===== config.mk =====
export PLATFORM = sky130hd
export DESIGN_NAME = wb_ram_ctrl
export DESIGN_NICKNAME = d
export VERILOG_FILES = /design/src/rtl/wb_ram_ctrl.sv
export SDC_FILE = /design/constraint.sdc
export NUM_CORES = 1
export LEC_CHECK = 0
export ABC_AREA = 1
export CORE_MARGIN = 2
export CORE_UTILIZATION = 23
export CTS_CLUSTER_DIAMETER = 100
export DETAILED_ROUTE_END_ITERATION = 10
export HOLD_SLACK_MARGIN = 0.12
export PLACE_DENSITY = 0.9
export RECOVER_POWER = 50
export SYNTH_ARGS = -nofsm -noshare
export SYNTH_HDL_FRONTEND = slang
export SYNTH_SLANG_ARGS = --single-unit
export TNS_END_PERCENT = 50

===== constraint.sdc =====
create_clock -name clk -period 1.6 [get_ports clk]
set_input_delay 0.32 -clock clk [delete_from_list [all_inputs] [get_ports clk]]
set_output_delay 0.32 -clock clk [all_outputs]
set_load 0.02 [all_outputs]

===== src/rtl/wb_ram_ctrl.sv =====
// Wishbone B4 registered-feedback slave driving the write/read ports of a simple dual-port word RAM.
// Handles classic cycles and incrementing bursts (linear, wrap-4/8/16), with error on out-of-window.
module wb_ram_ctrl #(
    parameter int unsigned depth = 4096,
    localparam int unsigned AW = $clog2(depth)
) (
    input  logic          clk,
    input  logic          resetn,

    input  logic [31:0]   wb_adr_i,
    input  logic [31:0]   wb_dat_i,
    input  logic [3:0]    wb_sel_i,
    input  logic          wb_we_i,
    input  logic          wb_cyc_i,
    input  logic          wb_stb_i,
    input  logic [2:0]    wb_cti_i,
    input  logic [1:0]    wb_bte_i,
    output logic [31:0]   wb_dat_o,
    output logic          wb_ack_o,
    output logic          wb_err_o,

    output logic [3:0]    ram_we,
    output logic [31:0]   ram_din,
    output logic [AW-1:0] ram_waddr,
    output logic [AW-1:0] ram_raddr,
    input  logic [31:0]   ram_dout
);

    // Controller state is carried entirely by the two handshake registers:
    // idle = neither set, ack = ack_q, err = err_q (mutually exclusive).
    logic ack_q;
    logic err_q;

    logic          req;
    logic          oor;
    logic          burst_cont;
    logic          linear;
    logic          nxt_oor;
    logic [AW-1:0] cur;
    logic [AW-1:0] nxt;
    logic [AW-1:0] wrap_mask;
    logic          unused_adr;

    assign req        = wb_cyc_i & wb_stb_i;
    assign cur        = wb_adr_i[AW+1:2];
    assign oor        = |wb_adr_i[31:AW+2];
    assign burst_cont = (wb_cti_i == 3'b010);
    assign linear     = (wb_bte_i == 2'b00);
    assign unused_adr = ^wb_adr_i[1:0];

    // Bits under wrap_mask increment and wrap; bits above it are held.
    always_comb begin
        wrap_mask = '1;
        unique case (wb_bte_i)
            2'b00: wrap_mask = '1;
            2'b01: wrap_mask = AW'(3);
            2'b10: wrap_mask = AW'(7);
            2'b11: wrap_mask = AW'(15);
        endcase
        nxt = (cur & ~wrap_mask) | ((cur + 1'b1) & wrap_mask);
    end

    // A linear burst stepping past the last word leaves the RAM window.
    assign nxt_oor = oor | (linear & (&cur));

    always_comb begin
        ram_raddr = cur;
        if (ack_q && req && burst_cont && !wb_we_i) begin
            ram_raddr = nxt;
        end
    end

    always_comb begin
        ram_we = 4'b0000;
        if (ack_q && req && wb_we_i && !oor) begin
            ram_we = wb_sel_i;
        end
    end

    assign ram_din   = wb_dat_i;
    assign ram_waddr = cur;
    assign wb_dat_o  = ram_dout;
    assign wb_ack_o  = ack_q;
    assign wb_err_o  = err_q;

    always_ff @(posedge clk or negedge resetn) begin
        if (!resetn) begin
            ack_q <= 1'b0;
            err_q <= 1'b0;
        end else begin
            ack_q <= 1'b0;
            err_q <= 1'b0;
            if (err_q) begin
                // Error is a single-cycle response; fall back to idle.
            end else if (ack_q) begin
                if (req && burst_cont) begin
                    if (nxt_oor) begin
                        err_q <= 1'b1;
                    end else begin
                        ack_q <= 1'b1;
                    end
                end
            end else if (req) begin
                if (oor) begin
                    err_q <= 1'b1;
                end else begin
                    ack_q <= 1'b1;
                end
            end
        end
    end

endmodule


==> out/results.ini <==
[grt]
antenna_found_initial=0
grt_overflow=0
grt_pass1_wl_um=6200
grt_max_degree=6
grt_usage=0.126
grt_pass1_vias=1427

[floorplanning]
start_util=0.238
die-area_um2=6280
core_area_um2=5470
io_pins=204
die_h_um=79.3
fp-row-count=27
die_w_um=79.3

[clock_tree]
cts_sinks=2
cts_max_path_buffers=2
clkSlewWorstSetupHoldPaths_ns=0.03
cts_htree_levels=1
tritoncts=done
clk_latency_ns=0.21
cts_root_buf=clkbuf_8
hold_buffers=0
numCtsBuffers=3

[yosys]
synth_seq_cells=2
synth_warnings=0
synth_fp_nets=328
syn_area_um2=1300
netlist_instances=214
synthDistinctLibCells=27
synth-seq-area-share=0.0384
netlist.area_leader.share=0.438
syn_avg_cell_area_um2=6.09
yosys-top-cells-area=buf_4 (44%), nand2_1 (11%), nor2_1 (8.4%)
yosys.area.top_type=buf_4

[timing]
hold_violations=0
setup-tns-final_ns=-2.01
fmax_mhz=555
maxSlewViolCount=0
rsz0062_at_grt=yes
slew_headroom=0.847
post-route-period-util=1.13
clock_skew_ns=0.00224
hold_ws_ns=0.353
finalSetupViolCount=16
tightest_slew_ns=0.229
fin_crit_ns=1.80
fin_ws_ns=-0.202

[detailed_routing]
vias=1424
route.detailed.drc=0
vias_per_cell=4.25
wl_um=3950
first_pass_iters=4
antenna_left=0
avgRoutedWirePerCell_um=11.8
drt_iter0_markers=51

[critical_path]
worstReg2RegStart=wb_ack_o
cp-end-kind=primary output
path_buf_inv=4
startpoint=wb_ack_o
cp_top_family=buffers and inverters
cp_max_fo=3
critPathMostFrequentCell=buf_6
reg2reg_slack_ns=0.52
cp_cell_sequence=nand2_4 > buf_6 > nor2_4 > nand2_4 > buf_6 > buf_6 > xnor2_2 > buf_4
cp_slowest_cell=dfrtp_1
cp-start-kind=flip-flop
critPathKind=reg2out
path_depth=8
cp.required_ns=1.28
reg2reg_depth=6
slowest_delay_ns=0.37
crit_arrival_ns=1.48

[final_layout]
layout.cells.non_filler=335
n_antenna_cell=0
final_common_cell=buf_4
final_cell_mix=buf_4 (49), nand2_1 (32), nor2_1 (24), dlygate4sd2_1 (20), inv_1 (19)
nets=379
fillCellCount=597
layout-drive-gt1-share=0.464
syn2layout_area_growth_pct=59.2

[power_and_ir_drop]
leakagePower_nw=1.10
peakVddDrop_uv=111
p_total_mw=0.594
p_per_area_nw_per_um2=287

[place]
port_buffers=73
dp.cells=311
dp_hpwl_um=3200
place_congestion=0.742

[status]
violations=negative setup slack
outcome=complete, but fails checks

[worst_hold_path]
hold_path.class=in2async

[flow_run]
maxCapViolCount=0

[timing repair]
item / CTS / global route
gates resized for setup: 202 / 19
setup endpoints to repair: 30 / 19
pin swaps: 33 / 10
buffers inserted: 16 / 5
[cell usage after synthesis]
| library cell | count |
|---|---|
| buf_4 | 76 |
| nand2_1 | 37 |
| nor2_1 | 29 |
| inv_1 | 24 |
| nand3_1 | 10 |
| ha_1 | 4 |
| xor2_1 | 4 |
| nand3b_1 | 3 |
| nand4_1 | 3 |
| a21oi_1 | 2 |
| dfrtp_1 | 2 |
| inv_2 | 2 |
| nand2_2 | 2 |
| nor2_2 | 2 |
| o21ai_1 | 2 |
| and2_1 | 1 |
| clkinv_2 | 1 |
| nand2_4 | 1 |
| nand3_2 | 1 |
| nand3b_4 | 1 |
| nor3_1 | 1 |
| nor3_2 | 1 |
| nor3_4 | 1 |
| o21ai_0 | 1 |
| o21bai_2 | 1 |
| or2_0 | 1 |
| xnor2_1 | 1 |
[final timing paths]
| check | end |
|---|---|
| max | ram_raddr[0] |
| min | wb_err_o |
| max reg2reg | wb_ack_o |
| min reg2reg | wb_err_o |
| max in group asynchronous | wb_ack_o |
| min in group clk | wb_err_o |
[where the power goes]
group	internal, mW	switching [mW]
sequential	0.0524	0.000884
combinational	0.185	0.160
clock	0.159	0.0368
total	0.396	0.198
[worst register-to-register path: cells and delay by family, from the launching register on]
family / cells / cell delay, ns
AO/OA/AOI/OAI: 1 / 0.09
buffers and inverters: 3 / 0.37
flip-flops: 1 / 0.39
AND/OR/NAND/NOR: 2 / 0.11
[registers in the layout, summed over array words and instances (netlist names)]
register and flops:
wb_ack_o 1, wb_err_o 1
[per-stage QoR]
step	setup WS, ns	area (um^2)	utilization
CTS	-0.208	2000	0.366
detailed placement	-0.980	1770	0.324
global route	-0.312	2070	0.379
floorplan	-0.00985	1310	-
global placement	-0.951	1770	0.324
finish	-0.202	2070	0.379
[per-layer routing]
metal,vias to the layer above,track usage,wire length [um]
met3,34,0.0239,348
met4,0,0.0897,235
met1,629,0.109,1270
met5,-,0,0
li1,676,-,-
met2,85,0.253,2100
[area by class of cell]
| cell class | count | area, um^2 | area share |
|---|---|---|---|
| Sequential cell | 2 | 50.0 | 0.0241 |
| Clock buffer | 3 | 41.3 | 0.0199 |
| Inverter | 27 | 106 | 0.0513 |
| Multi-Input combinational cell | 109 | 746 | 0.360 |
| Tap cell | 72 | 90.1 | 0.0435 |
| Timing Repair Buffer | 122 | 1040 | 0.502 |
[kinds of logic after synthesis]
group                      share of synthesized area
xor gates and xnor gates                      0.0336
AOI/OAI and AO/OA                             0.0279
adders and majority gates                     0.0384
DFF                                           0.0384
and+or+nand+nor                                0.345
buffers and inverters                          0.517
Power figures use the tool's default switching activity.
